## src/rtl/rect_fill.sv

```systemverilog
// Rectangle fill pixel generator for the VGA adapter: plots a clamped rectangle
// column-major, one pixel per clock, with a start/done handshake. RECT_FILL_STRIPE_EN selects x-striped colour.
module rect_fill #(
  parameter int SCREEN_W = 160,
  parameter int SCREEN_H = 120
) (
  input  logic       clk,
  input  logic       rst,
  input  logic       start,
  output logic       done,
  input  logic [7:0] x0,
  input  logic [6:0] y0,
  input  logic [7:0] x1,
  input  logic [6:0] y1,
  input  logic [2:0] colour,
  output logic [7:0] vga_x,
  output logic [6:0] vga_y,
  output logic [2:0] vga_colour,
  output logic       vga_plot
);

  typedef enum logic [1:0] {IDLE, FILL, DONE} state_t;

  localparam logic [7:0] XMAX = 8'(SCREEN_W - 1);
  localparam logic [6:0] YMAX = 7'(SCREEN_H - 1);

  state_t     state_q;
  logic [7:0] cx_q, x1_q;
  logic [6:0] cy_q, y0_q, y1_q;
  logic       done_q, plot_q;
  logic [7:0] vx_q;
  logic [6:0] vy_q;
  logic [2:0] vc_q;
`ifndef RECT_FILL_STRIPE_EN
  logic [2:0] colour_q;
`endif

  logic [7:0] x0_d, x1_d;
  logic [6:0] y0_d, y1_d;

  always_comb begin
    x0_d = (x0 > XMAX) ? XMAX : x0;
    x1_d = (x1 > XMAX) ? XMAX : x1;
    y0_d = (y0 > YMAX) ? YMAX : y0;
    y1_d = (y1 > YMAX) ? YMAX : y1;
  end

  always_ff @(posedge clk) begin
    if (rst) begin
      state_q <= IDLE;
      done_q  <= 1'b0;
      plot_q  <= 1'b0;
      vx_q    <= '0;
      vy_q    <= '0;
      vc_q    <= '0;
      cx_q    <= '0;
      cy_q    <= '0;
      x1_q    <= '0;
      y0_q    <= '0;
      y1_q    <= '0;
`ifndef RECT_FILL_STRIPE_EN
      colour_q <= '0;
`endif
    end else begin
      case (state_q)
        IDLE: begin
          plot_q <= 1'b0;
          done_q <= 1'b0;
          if (start) begin
            cx_q <= x0_d;
            cy_q <= y0_d;
            x1_q <= x1_d;
            y0_q <= y0_d;
            y1_q <= y1_d;
`ifndef RECT_FILL_STRIPE_EN
            colour_q <= colour;
`endif
            state_q <= ((x0_d > x1_d) || (y0_d > y1_d)) ? DONE : FILL;
          end
        end
        FILL: begin
          plot_q <= 1'b1;
          vx_q   <= cx_q;
          vy_q   <= cy_q;
`ifdef RECT_FILL_STRIPE_EN
          vc_q   <= cx_q[2:0];
`else
          vc_q   <= colour_q;
`endif
          // column-major scan: y runs fastest, x steps when a column completes
          if (cy_q == y1_q) begin
            cy_q <= y0_q;
            cx_q <= cx_q + 8'd1;
            if (cx_q == x1_q) state_q <= DONE;
          end else begin
            cy_q <= cy_q + 7'd1;
          end
        end
        DONE: begin
          plot_q <= 1'b0;
          if (start) begin
            done_q <= 1'b1;
          end else begin
            done_q  <= 1'b0;
            state_q <= IDLE;
          end
        end
        default: state_q <= IDLE;
      endcase
    end
  end

  assign done       = done_q;
  assign vga_plot   = plot_q;
  assign vga_x      = vx_q;
  assign vga_y      = vy_q;
  assign vga_colour = vc_q;

endmodule

```

## config.mk

```make
export PLATFORM = sky130hd
export DESIGN_NAME = rect_fill
export DESIGN_NICKNAME = d
export VERILOG_FILES = /design/src/rtl/rect_fill.sv
export SDC_FILE = /design/constraint.sdc
export NUM_CORES = 1
export LEC_CHECK = 0
export BUFFER_PORTS_ARGS = -buffer_cell sky130_fd_sc_hd__buf_2
export CORE_ASPECT_RATIO = 0.8
export CORE_MARGIN = 2
export CORE_UTILIZATION = 40
export CTS_CLUSTER_SIZE = 16
export DETAILED_ROUTE_END_ITERATION = 8
export PLACE_DENSITY = 0.67
export SYNTH_ARGS = -nofsm -noshare
export SYNTH_HDL_FRONTEND = slang
export SYNTH_SLANG_ARGS = --single-unit
export TNS_END_PERCENT = 50
```

## constraint.sdc

```tcl
create_clock -name clk -period 1.9 [get_ports clk]
set_input_delay 0.095 -clock clk [delete_from_list [all_inputs] [get_ports clk]]
set_output_delay 0.095 -clock clk [all_outputs]
set_load 0.02 [all_outputs]
```

-- Word level (Yosys, flattened, before mapping)
Index checks and enable logic that the tools add are counted.
W data, S select, Z words.
- bits in registers: 62
- input port bits: 36
- word-level logic and storage cells: 57
- $add $sub $neg: 2
- order comparisons: 6
- equal/unequal tests: 8
- mux-type cells: 19
- reductions and logical operators: 10
- operator list (cell ; number):
    $mux W8 ; 4
    $mux W7 ; 4
    $gt A8 B8 Y1 const B ; 2
    $pmux W8 S2 ; 1
    $gt A7 B7 Y1 const B ; 2
    $pmux W7 S2 ; 1
    $mux W2 ; 5
    $add A8 B1 Y8 const B ; 1
    $eq A8 B8 Y1 ; 1
    $gt A8 B8 Y1 ; 1
    $ne A2 B2 Y1 const B ; 4
    $add A7 B1 Y7 const B ; 1
    $eq A7 B7 Y1 ; 1
    $gt A7 B7 Y1 ; 1
    $pmux W2 S3 ; 1
    $reduce_bool A2 Y1 ; 3
    $pmux W1 S2 ; 2
    $reduce_and A2 Y1 ; 2
    $reduce_and A4 Y1 ; 1
    $reduce_and A3 Y1 ; 1
    $eq A2 B1 Y1 const B ; 1
    $eq A2 B2 Y1 const B ; 1
    $logic_not A2 Y1 ; 1
    $reduce_or A2 Y1 ; 1
    2 further kinds ; 2

-- Logic depth before layout (Yosys ltp)
Gate-level depths: netlist of run 1.
- depth after elaboration: 7
- gate-level depth with buffers: 9
- depth with buffers taken out: 9

-- Worst setup path before layout of run 1
OpenSTA, ideal clock, no wires.
- path kind: input to register
- start point: in x0[6]
- end point: reg state_q[0]
- library setup time: 86 ps
- data arrival time: 1609 ps
- required time: 1814 ps
- setup slack: 206 ps
- stages: 8
- path buffers: 0
- cell sequence: o21ai_0 -> nand2b_1 -> ha_1 -> nor2b_1 -> o21ai_0 -> nor4bb_1 -> o22ai_1 -> a211oi_1
- cells in the longest elaborated chain, start to end: 7
- ends and longest elaborated chain (item ; RTL line ; source):
    from (decl) ; 11 ; input logic [7:0] x0,
    $gt A8 B8 Y1 ; 42 ; x0_d = (x0 > XMAX) ? XMAX : x0;
    $mux W8 * ; 42 ;
    $gt A8 B8 Y1 * ; 78 ; state_q <= ((x0_d > x1_d) || (y0_d > y1_d)) ? DONE : FILL;
    $logic_or A1 B1 Y1 * ; 78 ;
    $mux W2 * ; 78 ;
    $mux W2 * ; 69 ; if (start) begin
    $pmux W2 S3 * ; 65 ; case (state_q)
    to (signal assigned) ; 78 ;
    to (decl) ; 27 ; state_t state_q;
Mark *: on every way between the ends. The rest lies on a longest branch, timed or not. The select of a mux whose other input is x is not followed.
A chain may end at the register's enable or synchronous reset.

-- Final worst setup path of run 1
- start point: reg y1_q[4]
- end point: reg cx_q[3]
- cells in the longest elaborated chain, start to end: 3
- ends and longest elaborated chain (item ; RTL line ; source):
    from (decl) ; 29 ; logic [6:0] cy_q, y0_q, y1_q;
    from (signal assigned) ; 74 ; y1_q <= y1_d;
    $eq A7 B7 Y1 ; 91 ; if (cy_q == y1_q) begin
    $ne A2 B2 Y1 (no source line) ; n/a ;
    $reduce_and A3 Y1 (no source line) ; n/a ;
    to (signal assigned) ; 93 ; cx_q <= cx_q + 8'd1;
    to (decl) ; 28 ; logic [7:0] cx_q, x1_q;
No other way between the ends.

==> run_results.csv, run 1 <==
group,metric,value,unit
synthesis,netlist_area,3280,um2
cells_and_area,nets,533,
timing,timing.final.crit_share,92.4,%
synthesis,synth_warnings,0,
route,routedWlPerCell,13.8,um
route,initialDrtViolationCount,158,
synthesis,ys.flop_type,"dfxtp_1",
setup_path,start_kind,"flop",
setup_path,cp.arrival,2.03,ns
setup_path,cp_max_fo,14,
floorplan,initial_core_util,41.2,%
clock_tree,ctsResizeCount,0,
grt,antenna_found_initial,0,
synthesis,syn_area_per_cell,7.99,um2
clock_tree,postCtsSetupBuffers,0,
flow_run,cap_violations,0,
placed_design,gp_congestion,0.861,
route,viasPerCell,5.08,
timing,setup_tns,0,ns
synthesis,synth-seq-area-share,37.9,%
power_and_ir_drop,power_leakage,1.77,nW
route,final_antenna_net_count,0,
run_status,status,"finished, final reports clean",
grt,grt_usage,19.6,%
timing,tightest_slew,0.561,ns
power_and_ir_drop,powerDensity,959,nW/um2
clock_tree,insertion_delay,0.34,ns
cells_and_area,area_growth,23.9,%
placed_design,port_buffers,55,
grt,grt_pass1_vias,2958,
cells_and_area,final_util,51.1,%
synthesis,synth_enable_flop_cells,0,
floorplan,die_h,85.0,um
grt,overflow,0,
route,drtPass1Iterations,4,
clock_tree,clk_pin_slew,0.07,ns
floorplan,rows,29,
clock_tree,cts.sinks,62,
route,drc,0,
synthesis,async_flop_share,0,%
synthesis,ys_types,50,
grt,grt_max_degree,40,
setup_path,worstPathRequired,2.17,ns
synthesis,yosysTopAreaCell,"dfxtp_1",
synthesis,yosysMostFrequentCell,"nand2_1",
power_and_ir_drop,ir_worst_vdd,0.385,mV
grt,grt_pass1_wl,13900,um
setup_path,path_class,"flop to flop",
clock_tree,cts-htree-levels,3,
route,vias,3014,
cells_and_area,antenna_cells,0,
timing,relSlewSlack,62.6,%
timing,max_freq,569,MHz
floorplan,ios,56,
synthesis,synth_commonest_cells,"nand2_1, dfxtp_1, a21oi_1, nor2_1",
synthesis,synthCells,410,
placed_design,hpwl,5930,um
timing,fin_crit,1.76,ns
setup_path,critPathCaptureType,"flop",
clock_tree,cts-root-buf,"clkbuf_8",
worst_hold_path,holdCritPathClass,"input port to flop",
cells_and_area,drive_gt1_share,24.1,%
route,wirelength,8160,um
floorplan,dieArea,8940,um2
clock_tree,cts.path.max_buffers,2,
timing,setup_viol,0,
timing,skew,0.00744,ns
synthesis,synth_seq_cells,62,
timing,final_max_slew_viol_count,0,
timing,rsz0062_at_grt,"false",
synthesis,syn_nets,463,
clock_tree,cts_buffers,9,
timing,hold_violations,0,
floorplan,core-area,7950,um2
clock_tree,cts_tree,"yes",
floorplan,die_w,105,um
synthesis,yosysTopAreaCellShare,37.9,%
synthesis,synthTopCellsByArea,"dfxtp_1, nand2_1, a21oi_1, ha_1, nor2_1",
## per-stage QoR
stage / cells / hold slack (ns) / power [mW] / setup WS, ns / cell area [um2]
4_1_cts: 593 / 0.000811 / 3.94 / 0.135 / 4060
2_1_floorplan: 410 / 0.231 / 2.30 / 0.206 / 3280
3_5_place_dp: 572 / 0.350 / 2.64 / -0.00616 / 3790
6_report: 593 / 0.0135 / 3.89 / 0.144 / 4060
3_3_place_gp: 572 / 0.342 / 2.61 / 0.0696 / 3790
5_1_grt: 593 / 0.0107 / 4.15 / 0.00377 / 4060
## area by class of cell
cell class,instances,area (um2)
fillers,794,3890
well taps,108,135
multi-input cells,314,1900
clock inverters,4,70.1
repair buffers,86,546
flip-flops and latches,62,1240
clock buffers,12,145
inverters,7,26.3
## flip-flops by register name, summed over array words and instances (netlist names)
name / flops
done: 1
x1_q: 8
vga_x: 8
y1_q: 7
state_q: 2
cy_q: 7
cx_q: 8
colour_q: 3
vga_colour: 3
vga_y: 7
vga_plot: 1
y0_q: 7
## kinds of logic after synthesis
family / after synthesis / share of synthesized area [%]
compound gates: 98 / 18.7
xor+xnor: 20 / 5.57
fa+ha+maj: 17 / 6.49
buf+inv: 34 / 4.31
flops: 62 / 37.9
mux: 8 / 2.48
simple gates: 171 / 24.5
## per-layer routing
layer | track usage, % | vias to the layer above | wire length [um]
met2 | 32.0 | 71 | 3930
met3 | 5.84 | 12 | 422
met1 | 25.1 | 1383 | 3720
met4 | 5.82 | 0 | 89
li1 | - | 1548 | -
met5 | 0 | - | 0
## final timing paths
kind | endpoint | slack (ns) | cells after the start | from
min reg2reg | vga_y[5]$_SDFFE_PP0P_ | 0.45 | 2 | vga_y[5]$_SDFFE_PP0P_
max | cx_q[3]$_SDFFE_PP0P_ | 0.14 | 6 | y1_q[4]$_SDFFE_PP0P_
min | y1_q[4]$_SDFFE_PP0P_ | 0.01 | 3 | y1[4]
max reg2reg | cx_q[3]$_SDFFE_PP0P_ | 0.14 | 6 | y1_q[4]$_SDFFE_PP0P_
## power by group
part | switching (mW) | leakage [nW] | internal (mW)
clock | 0.498 | 0.110 | 0.771
combinational | 0.601 | 1.16 | 0.476
sequential | 0.112 | 0.508 | 1.43
## cell usage in the layout, fill, tap and decap left out, types with 3 or more instances in the layout
| cell | instances |
|---|---|
| o21a_1 | 3 |
| nor2_1 | 41 |
| xnor2_1 | 12 |
| xor2_1 | 7 |
| and2_1 | 4 |
| dlygate4sd3_1 | 5 |
| o22ai_1 | 3 |
| nand4_1 | 4 |
| buf_4 | 24 |
| buf_2 | 55 |
| a21oi_1 | 51 |
| nand2_1 | 75 |
| mux2i_1 | 7 |
| dfxtp_1 | 62 |
| clkbuf_8 | 10 |
| nand3_1 | 8 |
| nor3_1 | 4 |
| ha_1 | 17 |
| a31o_2 | 3 |
| inv_1 | 7 |
| and3_1 | 5 |
| nor2b_1 | 5 |
| a211oi_1 | 8 |
| nand2b_1 | 9 |
| o21ai_1 | 6 |
| o21ai_0 | 5 |
| a31oi_1 | 4 |
| or2_2 | 5 |
## repair_timing
action | 4_1_cts | 5_1_grt
hold buffers | 5 | 0
endpoints found under the hold margin | 5 | 0
endpoints found under the setup margin | 0 | 0
## worst max-delay path: stages, from the launching register on
cell,delay (ns)
dfxtp_1,0.32
xor2_1,0.20
nor4_4,0.41
a41oi_2,0.19
buf_4,0.23
or2_1,0.23
a21oi_1,0.11
(Power assumes the default switching activity.)
==> inputs of run 2 (changes only) <==
Settings changed: RECOVER_POWER from default to 100.
==> run_results.csv, run 2 (synthesized netlist as in run 1, its figures left out) <==
group,metric,value,unit
setup_path,path_class,"flop to flop",
cells_and_area,fin_area,4020,um2
setup_path,path_cells,"xor2_1, nor4_4, a41oi_2, buf_4, or2_1, a21oi_1",
floorplan,rows,29,
timing,skew,0.00696,ns
run_status,status,"finished, final reports clean",
clock_tree,cts-root-buf,"clkbuf_8",
setup_path,cp.arrival,2.04,ns
floorplan,ios,56,
timing,hold_violations,0,
cells_and_area,area_growth,22.7,%
grt,overflow,0,
setup_path,cp_slowest_cell,"nor4_4",
route,initialDrtViolationCount,152,
timing,max_freq,568,MHz
clock_tree,insertion_delay,0.34,ns
timing,rsz0062_at_grt,"false",
power_and_ir_drop,power_leakage,1.68,nW
clock_tree,postCtsSetupBuffers,0,
placed_design,placed_area,3790,um2
power_and_ir_drop,ir_worst_vdd,0.384,mV
grt,grt_pass1_wl,13900,um
setup_path,critPathMaxStageDelay,0.41,ns
clock_tree,cts_buffers,9,
timing,final_max_slew_viol_count,0,
clock_tree,cts_tree,"yes",
cells_and_area,drive_gt1_share,19.8,%
clock_tree,clk_pin_slew,0.07,ns
floorplan,core-area,7950,um2
grt,grt_pass1_vias,2958,
placed_design,hpwl,5930,um
timing,relSlewSlack,60.9,%
timing,tightest_slew,0.586,ns
placed_design,port_buffers,55,
grt,grt_max_degree,40,
route,wirelength,8170,um
route,routedWlPerCell,13.8,um
setup_path,critPathCaptureType,"flop",
timing,timing.final.crit_share,92.6,%
setup_path,cp_max_fo,14,
floorplan,die_h,85.0,um
route,vias,3017,
floorplan,initial_core_util,41.2,%
route,drtPass1Iterations,4,
grt,grt_usage,19.6,%
timing,fin_crit,1.76,ns
clock_tree,cts.path.max_buffers,2,
placed_design,gp_congestion,0.861,
grt,antenna_found_initial,0,
setup_path,start_kind,"flop",
route,viasPerCell,5.09,
cells_and_area,antenna_cells,0,
timing,whs,0.0134,ns
setup_path,worstPathRequired,2.18,ns
floorplan,die_w,105,um
cells_and_area,final_cell_mix,"nand2_1, dfxtp_1, a21oi_1",
route,drc,0,
clock_tree,cts-htree-levels,3,
flow_run,cap_violations,0,
timing,setup_viol,0,
clock_tree,cts.sinks,62,
cells_and_area,final_common_cell,"nand2_1",
power_and_ir_drop,powerDensity,965,nW/um2
worst_hold_path,holdCritPathClass,"input port to flop",
floorplan,dieArea,8940,um2
cells_and_area,nets,533,
route,final_antenna_net_count,0,
[run 2: worst paths after layout]
check | start | to | slack (ns) | depth (start not counted)
max | y1_q[4]$_SDFFE_PP0P_ | cx_q[3]$_SDFFE_PP0P_ | 0.14 | 6
min | y1[4] | y1_q[4]$_SDFFE_PP0P_ | 0.01 | 3
max reg2reg | y1_q[4]$_SDFFE_PP0P_ | cx_q[3]$_SDFFE_PP0P_ | 0.14 | 6
min reg2reg | colour_q[2]$_SDFFE_PP0P_ | vga_colour[2]$_SDFFE_PP0P_ | 0.46 | 2
[run 2: per-stage QoR]
step	cells	TNS, ns	total power [mW]	setup WS, ns	util [%]
5_1_grt	593	0	4.13	0.00377	50.6
3_3_place_gp	572	0	2.61	0.0696	47.8
6_report	593	0	3.88	0.140	50.6
3_5_place_dp	572	-0.00616	2.64	-0.00616	47.8
2_1_floorplan	410	0	2.30	0.206	-
4_1_cts	593	0	3.94	0.135	51.1
[run 2: layout make-up]
cell class                 instances  area (um2)
fill                             809        3930
clock inverter                     4        70.1
multi-input combinational        314        1890
sequential                        62        1240
timing repair buffer              86         508
clock buffer                      12         145
inverter                           7        26.3
tap                              108         135
[run 2: report_power, final]
group          internal (mW)  switching, mW
registers               1.43          0.112
clock network          0.771          0.504
logic                  0.457          0.602
total                   2.66           1.22
[run 2: timing repair]
item / CTS / global route
resized for setup: 0 / 0
hold buffers: 5 / 0
hold endpoints to repair: 5 / 0
[run 2: critical path, delay by kind of cell, from the launching register on]
family	cells	cell delay [ns]
compound gates	2	0.30
xor+xnor	1	0.20
buf+inv	1	0.23
flops	1	0.32
simple gates	2	0.64
[run 2: routing by layer]
layer  share of wire [%]  wire, um  global-route usage (%)
met1                  47      3810                    25.1
met2                  48      3900                    32.0
met3                 4.6       373                    5.84
met4                 1.1        89                    5.82
met5                   0         0                       0
==> inputs of run 3 (changes only) <==
Settings changed: CORE_MARGIN 2 to default.
==> run_results.csv, run 3 (synthesized netlist as in run 1, its figures left out) <==
group,metric,value,unit
run_status,status,"finished, final reports clean",
cells_and_area,area_growth,22.4,%
clock_tree,cts-htree-levels,3,
timing,relSlewSlack,69.5,%
floorplan,ios,56,
cells_and_area,final_cells,594,
power_and_ir_drop,p_comb_share,27.4,%
timing,tightest_slew,0.457,ns
timing,setup_viol,0,
route,viasPerCell,5.17,
power_and_ir_drop,power,3.90,mW
timing,final_max_slew_viol_count,0,
power_and_ir_drop,internal_power,2.67,mW
clock_tree,ctsResizeCount,0,
placed_design,hpwl,6090,um
clock_tree,cts.path.max_buffers,2,
power_and_ir_drop,ir_worst_vdd,0.458,mV
route,drtPass1Iterations,4,
route,wirelength,8310,um
flow_run,cap_violations,0,
route,final_antenna_net_count,0,
clock_tree,cts.sinks,62,
floorplan,core-area,7950,um2
power_and_ir_drop,switching_share,31.5,%
cells_and_area,final_cell_mix,"nand2_1, dfxtp_1, a21oi_1",
timing,skew,0.00701,ns
power_and_ir_drop,switchingPower,1.23,mW
cells_and_area,antenna_cells,0,
floorplan,dieArea,8560,um2
setup_path,r2r_start,"y1_q[4]$_SDFFE_PP0P_",
floorplan,die_h,83.0,um
timing,hold_violations,0,
cells_and_area,drive_gt1_share,20.0,%
floorplan,rows,29,
grt,grt_usage,20.8,%
floorplan,initial_core_util,41.2,%
route,vias,3073,
cells_and_area,nets,534,
setup_path,worstPathRequired,2.17,ns
worst_hold_path,holdCritStartpoint,"y1[5]",
power_and_ir_drop,power_leakage,1.68,nW
floorplan,die_w,103,um
setup_path,cp_max_fo,14,
grt,grt_max_degree,30,
grt,grt_pass1_vias,2997,
worst_hold_path,holdCritPathClass,"input port to flop",
clock_tree,insertion_delay,0.34,ns
power_and_ir_drop,pwr-share-clk,33.0,%
setup_path,critPathCaptureType,"flop",
clock_tree,cts_tree,"yes",
setup_path,cp-startpoint,"y1_q[4]$_SDFFE_PP0P_",
placed_design,port_buffers,55,
timing,fin_crit,1.74,ns
clock_tree,clk_pin_slew,0.07,ns
timing,max_freq,576,MHz
grt,overflow,0,
worst_hold_path,hold_depth,3,
clock_tree,cts_buffers,9,
clock_tree,cts-root-buf,"clkbuf_8",
route,routedWlPerCell,14.0,um
power_and_ir_drop,seqPwrFrac,39.6,%
placed_design,gp_congestion,0.819,
power_and_ir_drop,powerDensity,973,nW/um2
cells_and_area,final_common_cell,"nand2_1",
setup_path,start_kind,"flop",
placed_design,dp_cells,575,
setup_path,path_class,"flop to flop",
route,drc,0,
route,initialDrtViolationCount,92,
timing,timing.final.crit_share,91.4,%
grt,antenna_found_initial,0,
grt,grt_pass1_wl,13800,um
setup_path,r2r_cells,6,
setup_path,cp.arrival,2.01,ns
timing,rsz0062_at_grt,"false",
==> run 3: changes by cell type in the layout (fill, tap and decap cells not counted) <==
cell	previous run	this run
o32ai_1	1	2
clkbuf_2	5	4
a41oi_2	1	0
buf_4	19	23
o32ai_2	2	1
a41oi_1	0	1
dlygate4sd3_1	5	3
==> run 3: what timing repair did <==
item,4_1_cts,5_1_grt
setup endpoints to repair,0,0
hold buffers,3,0
endpoints found under the hold margin,3,0
setup buffers,0,0
==> run 3: per-stage QoR <==
stage | hold slack, ns | util [%] | instance area [um2] | setup TNS (ns) | setup WS, ns
3_3_place_gp | 0.340 | 48.0 | 3820 | 0 | 0.0651
4_1_cts | 0.000000167 | 51.1 | 4060 | 0 | 0.163
6_report | 0.0151 | 50.5 | 4010 | 0 | 0.163
3_5_place_dp | 0.341 | 48.0 | 3820 | -0.0252 | -0.0252
2_1_floorplan | 0.231 | - | 3280 | 0 | 0.206
5_1_grt | 0.00650 | 50.5 | 4010 | 0 | 0.0438
==> run 3: worst max-delay path: stages, from the launching register on <==
cell and delay [ns]:
dfxtp_1 0.32, xor2_1 0.20, nor4_4 0.38, a41oi_1 0.19, buf_4 0.23, or2_1 0.23, a21oi_1 0.11
==> run 3: area by class of cell <==
| class | instances | area (um2) |
|---|---|---|
| Clock inverter | 4 | 70.1 |
| Sequential cell | 62 | 1240 |
| Multi-Input combinational cell | 314 | 1880 |
| Inverter | 7 | 26.3 |
| Tap cell | 108 | 135 |
| Timing Repair Buffer | 87 | 513 |
| Clock buffer | 12 | 145 |
| Fill cell | 772 | 3940 |
==> run 3: power by group through the flow <==
stage	Clock (mW)	Combinational (mW)	Sequential, mW
6_report	1.29	1.07	1.55
3_3_place_gp	0	1.05	1.57
2_1_floorplan	0	0.723	1.58
4_1_cts	1.32	1.10	1.55
3_5_place_dp	0	1.08	1.57
5_1_grt	1.38	1.19	1.56
==> run 3: final timing paths <==
check | end | slack, ns
setup / recovery | cx_q[3]$_SDFFE_PP0P_ | 0.16
hold / removal | y1_q[5]$_SDFFE_PP0P_ | 0.02
setup reg to reg | cx_q[3]$_SDFFE_PP0P_ | 0.16
hold reg to reg | y0_q[6]$_SDFFE_PP0P_ | 0.46
==> run 3: layer usage <==
layer	up-vias	global-route usage [%]	wire length (um)
li1	1546	-	-
met2	65	34.6	4020
met3	10	6.40	302
met1	1452	26.1	3930
met4	0	4.61	61
met5	-	0	0
